$ cat config.mk
export PLATFORM = sky130hd
export DESIGN_NAME = capture_cmd_ctrl
export DESIGN_NICKNAME = d
export VERILOG_FILES = /design/src/rtl/capture_cmd_ctrl.sv
export SDC_FILE = /design/constraint.sdc
export NUM_CORES = 1
export LEC_CHECK = 0
export BUFFER_PORTS_ARGS = -buffer_cell sky130_fd_sc_hd__buf_2
export CAP_MARGIN = 20
export CORE_MARGIN = 1
export CORE_UTILIZATION = 50
export CTS_CLUSTER_SIZE = 30
export DETAILED_ROUTE_END_ITERATION = 7
export GPL_ROUTABILITY_DRIVEN = 0
export HOLD_SLACK_MARGIN = 0.1
export PLACE_DENSITY = 0.74
export SLEW_MARGIN = 30
export SYNTH_ARGS = -nofsm -noshare
export SYNTH_HDL_FRONTEND = slang
export SYNTH_SLANG_ARGS = --single-unit
$ cat constraint.sdc
create_clock -name clk -period 1.7 [get_ports clk]
set_clock_uncertainty 0.05 [all_clocks]
set_input_delay 0.255 -clock clk [delete_from_list [all_inputs] [get_ports clk]]
set_output_delay 0.255 -clock clk [all_outputs]
set_load 0.005 [all_outputs]
$ cat src/rtl/capture_cmd_ctrl.sv
`timescale 1ns/1ps
`default_nettype none
// +----------------------------------------------------------------------------+
// | Module      : capture_cmd_ctrl                                             |
// | Description : Host command sequencer for the capture/dump engine. Accepts  |
// |               16-bit commands {op[15:12], addr[11:8], data[7:0]} from the  |
// |               UART receiver, owns the trigger/decimator configuration      |
// |               registers and the capture_done flag, launches dumps and      |
// |               returns exactly one response byte per command.               |
// | Ports       : clk, rst_n (async, active low)                               |
// |               cmd[15:0], cmd_rdy -> clr_cmd_rdy      (command receive)      |
// |               resp[7:0], send_resp <- resp_sent      (response transmit)    |
// |               trig_type[1:0], trig_pos[8:0], dec_pwr[3:0], capture_done    |
// |               set_capture_done, start_dump, dump_finished (engine link)    |
// | Options     : CMD_DUMP_TIMEOUT_EN - dump watchdog of TO_CYCLES clocks;     |
// |               on expiry the dump is answered with NAK_BYTE.                |
// | Revision    : 1.0 - initial release                                        |
// +----------------------------------------------------------------------------+
module capture_cmd_ctrl #(
  parameter logic [7:0] ACK_BYTE = 8'hA5,
  parameter logic [7:0] NAK_BYTE = 8'hEE
`ifdef CMD_DUMP_TIMEOUT_EN
  ,
  parameter int unsigned TO_CYCLES = 32'd1 << 20
`endif
) (
  input  logic        clk,
  input  logic        rst_n,
  input  logic [15:0] cmd,
  input  logic        cmd_rdy,
  output logic        clr_cmd_rdy,
  output logic [7:0]  resp,
  output logic        send_resp,
  input  logic        resp_sent,
  output logic [1:0]  trig_type,
  output logic [8:0]  trig_pos,
  output logic [3:0]  dec_pwr,
  output logic        capture_done,
  input  logic        set_capture_done,
  output logic        start_dump,
  input  logic        dump_finished
);

  localparam logic [3:0] OP_WRITE = 4'd1;
  localparam logic [3:0] OP_READ  = 4'd2;
  localparam logic [3:0] OP_DUMP  = 4'd3;

  typedef enum logic [1:0] {
    S_IDLE      = 2'd0,
    S_DECODE    = 2'd1,
    S_DUMP_WAIT = 2'd2,
    S_RESP      = 2'd3
  } state_t;

  state_t      state_q, state_d;
  logic [15:0] cmd_q, cmd_d;
  logic        clr_cmd_rdy_q, clr_cmd_rdy_d;
  logic [7:0]  resp_q, resp_d;
  logic        send_resp_q, send_resp_d;
  logic [1:0]  trig_type_q, trig_type_d;
  logic [8:0]  trig_pos_q, trig_pos_d;
  logic [3:0]  dec_pwr_q, dec_pwr_d;
  logic        capture_done_q, capture_done_d;
  logic        start_dump_q, start_dump_d;
  logic        cd_clr;

  logic [3:0]  op;
  logic [3:0]  addr;
  logic [7:0]  data;

`ifdef CMD_DUMP_TIMEOUT_EN
  localparam int CNT_W = (TO_CYCLES > 1) ? $clog2(TO_CYCLES) : 1;
  localparam logic [CNT_W-1:0] CNT_MAX = CNT_W'(TO_CYCLES - 1);
  logic [CNT_W-1:0] to_cnt_q, to_cnt_d;
`endif

  // The command is captured when accepted so the host side may change it as
  // soon as clr_cmd_rdy has been seen.
  assign op   = cmd_q[15:12];
  assign addr = cmd_q[11:8];
  assign data = cmd_q[7:0];

  always_comb begin
    state_d       = state_q;
    cmd_d         = cmd_q;
    clr_cmd_rdy_d = 1'b0;
    resp_d        = resp_q;
    trig_type_d   = trig_type_q;
    trig_pos_d    = trig_pos_q;
    dec_pwr_d     = dec_pwr_q;
    start_dump_d  = 1'b0;
    cd_clr        = 1'b0;
`ifdef CMD_DUMP_TIMEOUT_EN
    to_cnt_d      = to_cnt_q;
`endif

    case (state_q)
      S_IDLE: begin
        if (cmd_rdy) begin
          cmd_d         = cmd;
          clr_cmd_rdy_d = 1'b1;
          state_d       = S_DECODE;
        end
      end

      S_DECODE: begin
        state_d = S_RESP;
        resp_d  = NAK_BYTE;
        case (op)
          OP_WRITE: begin
            resp_d = ACK_BYTE;
            case (addr)
              4'd0: dec_pwr_d = data[3:0];
              4'd1: begin
                trig_type_d = data[1:0];
                cd_clr      = 1'b1;  // re-arm for a fresh capture
              end
              4'd2: trig_pos_d[8]   = data[0];
              4'd3: trig_pos_d[7:0] = data;
              default: resp_d = NAK_BYTE;
            endcase
          end
          OP_READ: begin
            case (addr)
              4'd0: resp_d = {4'b0, dec_pwr_q};
              4'd1: resp_d = {5'b0, capture_done_q, trig_type_q};
              4'd2: resp_d = {7'b0, trig_pos_q[8]};
              4'd3: resp_d = trig_pos_q[7:0];
              default: resp_d = NAK_BYTE;
            endcase
          end
          OP_DUMP: begin
            // Only a completed capture can be dumped; otherwise refuse.
            if (capture_done_q) begin
              state_d      = S_DUMP_WAIT;
              start_dump_d = 1'b1;
`ifdef CMD_DUMP_TIMEOUT_EN
              to_cnt_d     = '0;
`endif
            end
          end
          default: resp_d = NAK_BYTE;
        endcase
      end

      S_DUMP_WAIT: begin
        // cmd_rdy is deliberately not looked at here; a pending command stays
        // pending until the dump has been answered.
        if (dump_finished) begin
          resp_d  = ACK_BYTE;
          state_d = S_RESP;
        end
`ifdef CMD_DUMP_TIMEOUT_EN
        else if (to_cnt_q == CNT_MAX) begin
          resp_d  = NAK_BYTE;
          state_d = S_RESP;
        end else begin
          to_cnt_d = to_cnt_q + 1'b1;
        end
`endif
      end

      S_RESP: begin
        if (resp_sent) begin
          state_d = S_IDLE;
        end
      end

      default: state_d = S_IDLE;
    endcase

    // A capture completing in the same cycle as a re-arm write must not be lost.
    if (set_capture_done) begin
      capture_done_d = 1'b1;
    end else if (cd_clr) begin
      capture_done_d = 1'b0;
    end else begin
      capture_done_d = capture_done_q;
    end

    send_resp_d = (state_d == S_RESP);
  end

  always_ff @(posedge clk or negedge rst_n) begin
    if (!rst_n) begin
      state_q        <= S_IDLE;
      cmd_q          <= '0;
      clr_cmd_rdy_q  <= 1'b0;
      resp_q         <= '0;
      send_resp_q    <= 1'b0;
      trig_type_q    <= '0;
      trig_pos_q     <= '0;
      dec_pwr_q      <= '0;
      capture_done_q <= 1'b0;
      start_dump_q   <= 1'b0;
`ifdef CMD_DUMP_TIMEOUT_EN
      to_cnt_q       <= '0;
`endif
    end else begin
      state_q        <= state_d;
      cmd_q          <= cmd_d;
      clr_cmd_rdy_q  <= clr_cmd_rdy_d;
      resp_q         <= resp_d;
      send_resp_q    <= send_resp_d;
      trig_type_q    <= trig_type_d;
      trig_pos_q     <= trig_pos_d;
      dec_pwr_q      <= dec_pwr_d;
      capture_done_q <= capture_done_d;
      start_dump_q   <= start_dump_d;
`ifdef CMD_DUMP_TIMEOUT_EN
      to_cnt_q       <= to_cnt_d;
`endif
    end
  end

  assign clr_cmd_rdy  = clr_cmd_rdy_q;
  assign resp         = resp_q;
  assign send_resp    = send_resp_q;
  assign trig_type    = trig_type_q;
  assign trig_pos     = trig_pos_q;
  assign dec_pwr      = dec_pwr_q;
  assign capture_done = capture_done_q;
  assign start_dump   = start_dump_q;

endmodule
`default_nettype wire
==> results of run 1 <==
## cell type report
| cell class | count | area [um^2] |
|---|---|---|
| sequential | 45 | 1130 |
| tap | 48 | 60.1 |
| multi-input combinational | 93 | 801 |
| timing repair buffer | 64 | 378 |
| fill | 297 | 1260 |
| clock buffer | 6 | 72.6 |
| inverter | 2 | 7.51 |
| clock inverter | 2 | 10.0 |
## critical path, delay by kind of cell, from the launching register on
family,cells,cell delay [ns]
and+or+nand+nor,2,0.91
DFF,1,0.45
AOI/OAI and AO/OA,1,0.13
## cells in the final DEF (no fill, tap or decap), drive strengths merged, types with 2 or more instances in the layout
master,n
dlygate4sd3,2
o221ai,2
a2bb2oi,2
nand2,5
dfrtp,45
nand3,7
nand4,6
nor2b,5
clkbuf,6
mux2,31
o211ai,2
clkinv,2
nor2,4
o21ai,4
nor4b,2
and2,3
inv,2
buf,62
## logic make-up after synthesis
group	Yosys count	share of synthesized area [%]
AOI/OAI and AO/OA	16	6.27
xor gates and xnor gates	1	0.448
buffers and inverters	8	1.86
DFF	45	57.6
muxes	33	19.5
and+or+nand+nor	43	14.3
## cells in the mapped netlist, drive strengths merged, types with 2 or more instances
master,number
nor2b,5
o221ai,2
o21ai,4
inv,2
a2bb2oi,2
and2,3
nor4b,2
mux2,31
nand3,7
nand2,5
o211ai,2
buf,5
dfrtp,45
nand4,6
nor2,4
## timing repair
action	CTS	global route
endpoints found under the hold margin	21	0
hold buffers	2	0
endpoints found under the setup margin	0	1
setup buffers	0	1
resized for setup	0	2
## power by group through the flow
stage / clock [W] / combinational [W] / sequential [W]
2_1_floorplan: 0 / 0.000799 / 0.00165
3_3_place_gp: 0 / 0.00117 / 0.00172
3_5_place_dp: 0 / 0.00122 / 0.00175
4_1_cts: 0.000644 / 0.00122 / 0.00173
5_1_grt: 0.000687 / 0.00136 / 0.00178
6_report: 0.000629 / 0.00124 / 0.00172
## registers in the layout (all words and copies together) (netlist names)
name / count
clr_cmd_rdy: 1
state_q: 2
resp: 8
start_dump: 1
dec_pwr: 4
trig_type: 2
cmd_q: 16
send_resp: 1
trig_pos: 9
capture_done: 1
## how the worst max path moves through the flow
stage | start | to | slack [ns] | depth (start not counted)
after floorplan | state_q[1] | cmd_q[1] | 0.10 | 5
after global placement | cmd_q[15] | resp[0] | 0.09 | 3
after detailed placement | cmd_q[15] | resp[0] | 0.04 | 3
after CTS | cmd_q[15] | resp[0] | 0.03 | 3
after global routing | cmd_q[14] | resp[0] | 0.01 | 3
final | cmd_q[14] | resp[0] | 0.09 | 3
## stage by stage
step / instance area, um^2 / setup slack, ns / std cells / util [%]
4_1_cts: 2440 / 0.0253 / 259 / 65.8
3_5_place_dp: 2340 / 0.0400 / 249 / 63.0
3_3_place_gp: 2340 / 0.0908 / 249 / 63.0
6_report: 2460 / 0.0877 / 260 / 66.1
2_1_floorplan: 1950 / 0.102 / 146 / -
5_1_grt: 2460 / 0.0107 / 260 / 66.1
## layer usage
| layer | GRT usage (%) | up-vias | part of all wire, % |
|---|---|---|---|
| li1 | - | 670 | - |
| met1 | 27.9 | 677 | 45 |
| met2 | 35.0 | 31 | 49 |
| met3 | 5.28 | 6 | 4.2 |
| met4 | 7.50 | 0 | 1.4 |
| met5 | 0 | - | 0 |
==> summary.txt, run 1 <==
Hold path
  • Beginning of the worst hold path: cmd[10]
  • Worst hold path depth: 2
  • Worst hold path type: in2reg
  • Worst min-delay path endpoint: cmd_q[10]

Finish
  • Ant. Diodes: 0
  • Fraction of layout cells with a size suffix above 1: 52.4%
  • Count of nets after finishing: 233
  • Layout-stage area growth over the synthesis result: 25.7%

Synth
  • Post-synthesis instance total: 146
  • Number of enable-type register cells in the synthesized netlist: 0
  • Synthesized area divided by synthesized cell count: 13.4 um^2
  • Warning count from the yosys run: 0
  • Netlist Area Pre-Place: 1950 um^2
  • Library cell occupying the most area in the post-synthesis netlist: sky130_fd_sc_hd__dfrtp_1
  • Number of unique standard cell types used by synthesis: 38
  • Post-Syn Nets: roughly 170
  • Synth Register Bits: 45
  • Main area contributors after synthesis: sky130_fd_sc_hd__dfrtp_1 58%, sky130_fd_sc_hd__mux2_2 18%, sky130_fd_sc_hd__nand3_1 1.8%
  • Share of the yosys chip area belonging to registers: 57.6%
  • Primary flip-flop cell chosen by synthesis mapping: sky130_fd_sc_hd__dfrtp_1
  • Asr flop ratio synth: 100%
  • Fraction of synthesized cell area taken by the top area cell type: 57.6%

Worst setup path
  • Maximum fanout along the worst path: 5
  • R2R depth: 3
  • Peak per-stage delay on the critical path: ~0.54 ns
  • Reg2reg setup slack: slightly below 0.09 ns
  • Slowest cell on the critical path: sky130_fd_sc_hd__or4_4
  • Source of the worst register-to-register timing path: cmd_q[14]
  • Cell Chain, Critical Path: or4_4 -> or3_1 -> o221ai_2
  • Critical register-to-register path endpoint: resp[0]
  • Req. time, crit path: about 1.9 ns
  • Kind of end point of the critical path: flop
  • Crit path launch type: flop
  • Arrival time at the worst endpoint: 1.78 ns
  • Type of the worst setup path: reg2reg

STA
  • Clock period minus worst slack: 1.61 ns
  • Worst relative slew slack: 67.3%
  • Final Hold Violating Endpoints: 0
  • Slew at the pin closest to its max-slew limit: 0.491 ns
  • RSZ-0062 raised after global routing: no
  • Portion of the clock cycle consumed by the worst path in the final layout: 94.8%
  • Final setup violating endpoints: 0
  • Setup total negative slack: 0 ns
  • Fin Hold WS: 0.132 ns
  • Number of pins with negative max-slew slack in the final report: 0
  • FMAX: ~0.62 GHz

Route
  • Number of nets with antenna violations after detailed routing: 0
  • Via-per-instance ratio: 5.32
  • Wire length after detailed routing: 3.93 mm
  • DRC violation count after routing: 0
  • Number of vias in the routed layout: 1384
  • TritonRoute pass-1 iters: 5
  • Iteration-0 DRC Markers: 49
  • Avg WL per Cell: 15.1 um

Clocking
  • Depth of the CTS H-tree: 2
  • Later-pin clock latency in the skew report: 0.30 ns
  • Max clock buf depth: 2
  • CTS Buf Count: 5
  • # clock sinks: 45
  • Clock tree from TritonCTS: built
  • Clock input transition at the sequential cells of the worst setup and hold paths: ~0.080 ns
  • CTS Root Buffer Type: sky130_fd_sc_hd__clkbuf_8

Status
  • Status: finished, final reports clean

Power
  • Cell Int Power: 0.00240 W
  • Part of the total power dissipated in the clock network: 17.5%
  • Net switching power: between 0.001 and 0.0015 W
  • Combinational Power Share: 34.5%
  • Standby leakage power: 1.20 nW
  • Pwr Density: 1460 nW/um^2
  • Fraction of power spent switching nets: 33.2%
  • Sum of internal, switching and leakage power: 0.00359 W
  • Portion of total power attributed to sequential cells: ~48%
  • VDD IR-drop max: ~0.73 mV

Floorplanning
  • Die area: 4160 um^2
  • Core Region: around 3700 um^2
  • Initial Util: ~53%
  • Standard-cell rows: 22
  • I/O pins: a little under 50
  • Chip width: 64.5 um
  • Y dimension of the die: 64.5 um

Placement
  • Port Buffers: 48
  • HPWL after detailed placement: 3.02 mm

GRT
  • Final global-route overflow total: 0
  • Pin count of the biggest net entering global routing: 26
  • Number of global-route vias before repair: 1398
  • Number of antenna violations at the first check in global routing: 0
  • Wire length of the first global-routing pass: about 6.6 mm
  • Global-route usage over all layers: between 20% and 30%

Run
  • Max Cap Violations: 0
Note: power is estimated with default switching activity, not from simulation.
==> run 2, diff against run 1 <==
ABC_AREA = 1   (was unset)
PLACE_DENSITY = 0.73   (was 0.74)
==> summary.txt, run 2 <==
Status
  • Status: finished, final reports clean

Placement
  • Port Buffers: 48 (unchanged)
  • HPWL after detailed placement: 2.93 mm (-3.0%)

Finish
  • Largest reg by FF count: cmd_q
  • Commonest non-fill, non-tap cells in the layout: 77 x sky130_fd_sc_hd__nand2_1, 48 x sky130_fd_sc_hd__buf_2, 45 x sky130_fd_sc_hd__dfrtp_1
  • Number of flip-flops under the largest register name: 16 (unchanged)
  • Count of nets after finishing: 309 (+33%)
  • Most frequent standard cell in the layout excluding fill and tap cells: sky130_fd_sc_hd__nand2_1
  • Post-route core utilization: 65.5% (-0.57 points)
  • Fraction of layout cells with a size suffix above 1: 28.1% (-24 points)
  • Layout-stage area growth over the synthesis result: 21.3%
  • Ant. Diodes: 0 (unchanged)

Synth
  • Synthesized area divided by synthesized cell count: 8.78 um^2 (-34%)
  • Most frequently used cell type in the post-synthesis netlist: sky130_fd_sc_hd__nand2_1
  • Warning count from the yosys run: 0 (unchanged)
  • Asr flop ratio synth: 100% (unchanged)
  • Library cell occupying the most area in the post-synthesis netlist: sky130_fd_sc_hd__dfrtp_1
  • Most numerous cell types in the synthesized netlist: 77 x sky130_fd_sc_hd__nand2_1, 45 x sky130_fd_sc_hd__dfrtp_1, 22 x sky130_fd_sc_hd__inv_1
  • Synth Register Bits: 45 (unchanged)
  • Number of enable-type register cells in the synthesized netlist: 0 (unchanged)
  • Post-Syn Nets: 254 (+51%)
  • Fraction of synthesized cell area taken by the top area cell type: 55.3% (-2.3 points)
  • Primary flip-flop cell chosen by synthesis mapping: sky130_fd_sc_hd__dfrtp_1
  • Netlist Area Pre-Place: 2040 um^2 (+4.2%)
  • Post-synthesis instance total: 232 (+59%)
  • Share of the yosys chip area belonging to registers: 55.3% (-2.3 points)
  • Main area contributors after synthesis: sky130_fd_sc_hd__dfrtp_1 55%, sky130_fd_sc_hd__nand2_1 14%, sky130_fd_sc_hd__inv_1 4.1%
  • Number of unique standard cell types used by synthesis: 23 (-39%)

Power
  • Portion of total power attributed to sequential cells: 44.0% (-4.0 points)
  • Part of the total power dissipated in the clock network: 21.4% (+3.9 points)
  • VDD IR-drop max: 0.876 mV (+19%)
  • Fraction of power spent switching nets: 38.0% (+4.8 points)
  • Net switching power: 0.00146 W (+23%)
  • Combinational Power Share: 34.7% (+0.2 points)
  • Standby leakage power: 1.30 nW (+8.9%)
  • Cell Int Power: 0.00238 W (-0.63%)
  • Pwr Density: 1560 nW/um^2 (+6.5%)

Worst setup path
  • Slowest cell on the critical path: sky130_fd_sc_hd__dfrtp_1
  • Peak per-stage delay on the critical path: 0.42 ns (-0.12 ns)
  • Kind of end point of the critical path: flop
  • Crit path launch type: flop
  • Arrival time at the worst endpoint: 1.57 ns (-0.21 ns)
  • Type of the worst setup path: reg2reg
  • Req. time, crit path: 1.87 ns (about the same)
  • Cell Chain, Critical Path: nor2_4 -> nand2_2 -> nor3_4 -> nor2_1 -> a21oi_1
  • Maximum fanout along the worst path: 14 (+9)

Floorplanning
  • Die area: 4330 um^2 (+4.1%)
  • I/O pins: 49 (unchanged)
  • Chip width: 65.8 um (+2.0%)
  • Y dimension of the die: 65.8 um (+2.0%)
  • Initial Util: 54.0% (+1.4 points)
  • Standard-cell rows: 22 (unchanged)
  • Core Region: 3770 um^2 (+1.5%)

Route
  • Iteration-0 DRC Markers: 57 (+16%)
  • TritonRoute pass-1 iters: 5 (unchanged)
  • Wire length after detailed routing: 3.91 mm (-0.38%)
  • Avg WL per Cell: 11.6 um (-23%)
  • Via-per-instance ratio: 4.73 (-11%)
  • DRC violation count after routing: 0 (unchanged)
  • Number of nets with antenna violations after detailed routing: 0 (unchanged)
  • Number of vias in the routed layout: 1588 (+15%)

STA
  • Clock period minus worst slack: 1.40 ns (-0.212 ns)
  • Number of pins with negative max-slew slack in the final report: 0 (unchanged)
  • RSZ-0062 raised after global routing: no
  • Worst relative slew slack: 72.6% (+5.4 points)
  • Slew at the pin closest to its max-slew limit: 0.411 ns (-0.0803 ns)
  • Setup total negative slack: 0 ns (unchanged)
  • Portion of the clock cycle consumed by the worst path in the final layout: 82.4% (-12 points)
  • Final setup violating endpoints: 0 (unchanged)
  • FMAX: 0.714 GHz (+15%)
  • Final Hold Violating Endpoints: 0 (unchanged)

GRT
  • Layer with the highest usage: met2
  • Number of global-route vias before repair: 1397 (-0.072%)
  • Final global-route overflow total: 0 (unchanged)
  • Number of antenna violations at the first check in global routing: 0 (unchanged)
  • Wire length of the first global-routing pass: 6.44 mm (-2.4%)
  • Pin count of the biggest net entering global routing: 30 (+15%)
  • GR Layer Usage met1: 28.9% (+1.0 points)
  • Global routing usage on met2: 30.0% (-5.0 points)
  • Global-route usage over all layers: 20.2% (-1.2 points)
  • Global-route track usage on met3: 5.69% (+0.41 points)

Clocking
  • Resized cells post-CTS: 0 (unchanged)
  • CTS Root Buffer Type: sky130_fd_sc_hd__clkbuf_8
  • Max clock buf depth: 2 (unchanged)
  • Depth of the CTS H-tree: 2 (unchanged)
  • Clock input transition at the sequential cells of the worst setup and hold paths: 0.08 ns (about the same)
  • Clock tree from TritonCTS: built
  • CTS Buf Count: 5 (unchanged)
  • Later-pin clock latency in the skew report: 0.29 ns (about the same)
  • # clock sinks: 45 (unchanged)

Hold path
  • Worst hold path type: in2reg

Run
  • Max Cap Violations: 0 (unchanged)
[run 2: changes by cell type after synthesis, sizes merged, moves of 5 or more]
cell	delta
nor2b	-5
nor2	+18
mux2	-31
nand2	+77
inv	+22
o21ai	+24
nand3	+9
[run 2: per-stage QoR]
stage / total power, W / instance area [um^2] / worst slack (ns) / hold slack (ns) / std cells
global placement: 0.00301 / 2310 / 0.328 / 0.164 / 324
finish: 0.00385 / 2470 / 0.300 / 0.108 / 336
floorplan: 0.00264 / 2040 / 0.423 / -0.0906 / 232
global route: 0.00414 / 2470 / 0.204 / 0.100 / 336
CTS: 0.00386 / 2460 / 0.314 / 0.104 / 335
detailed placement: 0.00304 / 2310 / 0.328 / 0.163 / 324
[run 2: area by class of cell]
cell class,count,area [um^2]
Clock inverter,1,30.0
Clock buffer,7,86.3
Inverter,24,90.1
Timing Repair Buffer,53,300
Tap cell,48,60.1
Sequential cell,45,1130
Multi-Input combinational cell,158,778
Fill cell,326,1300
[run 2: metal layers]
layer  up-vias  part of all wire (%)
met5         -                     0
met2        38                    45
li1        839                     -
met4         0                  0.26
met3         2                   3.8
met1       709                    51
[run 2: worst max-delay path, delay by kind of cell, from the launching register on]
kind / cells / cell delay (ns)
AOI/OAI and AO/OA: 1 / 0.11
DFF: 1 / 0.42
and+or+nand+nor: 4 / 0.74
[run 2: path summary, 6_finish.rpt]
kind                       startpoint           end  slack, ns  depth (start not counted)
setup / recovery            cmd_q[11]  trig_type[1]       0.30                          5
hold / removal                cmd[14]     cmd_q[14]       0.11                          3
setup reg to reg            cmd_q[11]  trig_type[1]       0.30                          5
hold reg to reg               resp[6]       resp[6]       0.43                          2
max in group asynchronous       rst_n       resp[1]       0.75                          3
min in group asynchronous       rst_n   clr_cmd_rdy       0.37                          2
[run 2: timing repair]
item                      CTS  global route
hold buffers                3             1
buffers inserted            0             0
hold endpoints to repair   19             1
[run 2: cells by family (layout without fill, tap and decap cells)]
family          Yosys count  in the layout  synth area share [%]
compound gates           34             34                  9.95
buf+inv                  29             85                  6.51
flops                    45             45                  55.3
simple gates            124            124                  28.3
[run 2: power by group through the flow]
stage                     clock network [W]  registers (W)  logic, W
after floorplan                           0        0.00169  0.000949
after global placement                    0        0.00170   0.00130
after detailed placement                  0        0.00171   0.00133
after CTS                          0.000837        0.00169   0.00134
after global routing               0.000887        0.00173   0.00152
final                              0.000822        0.00169   0.00133
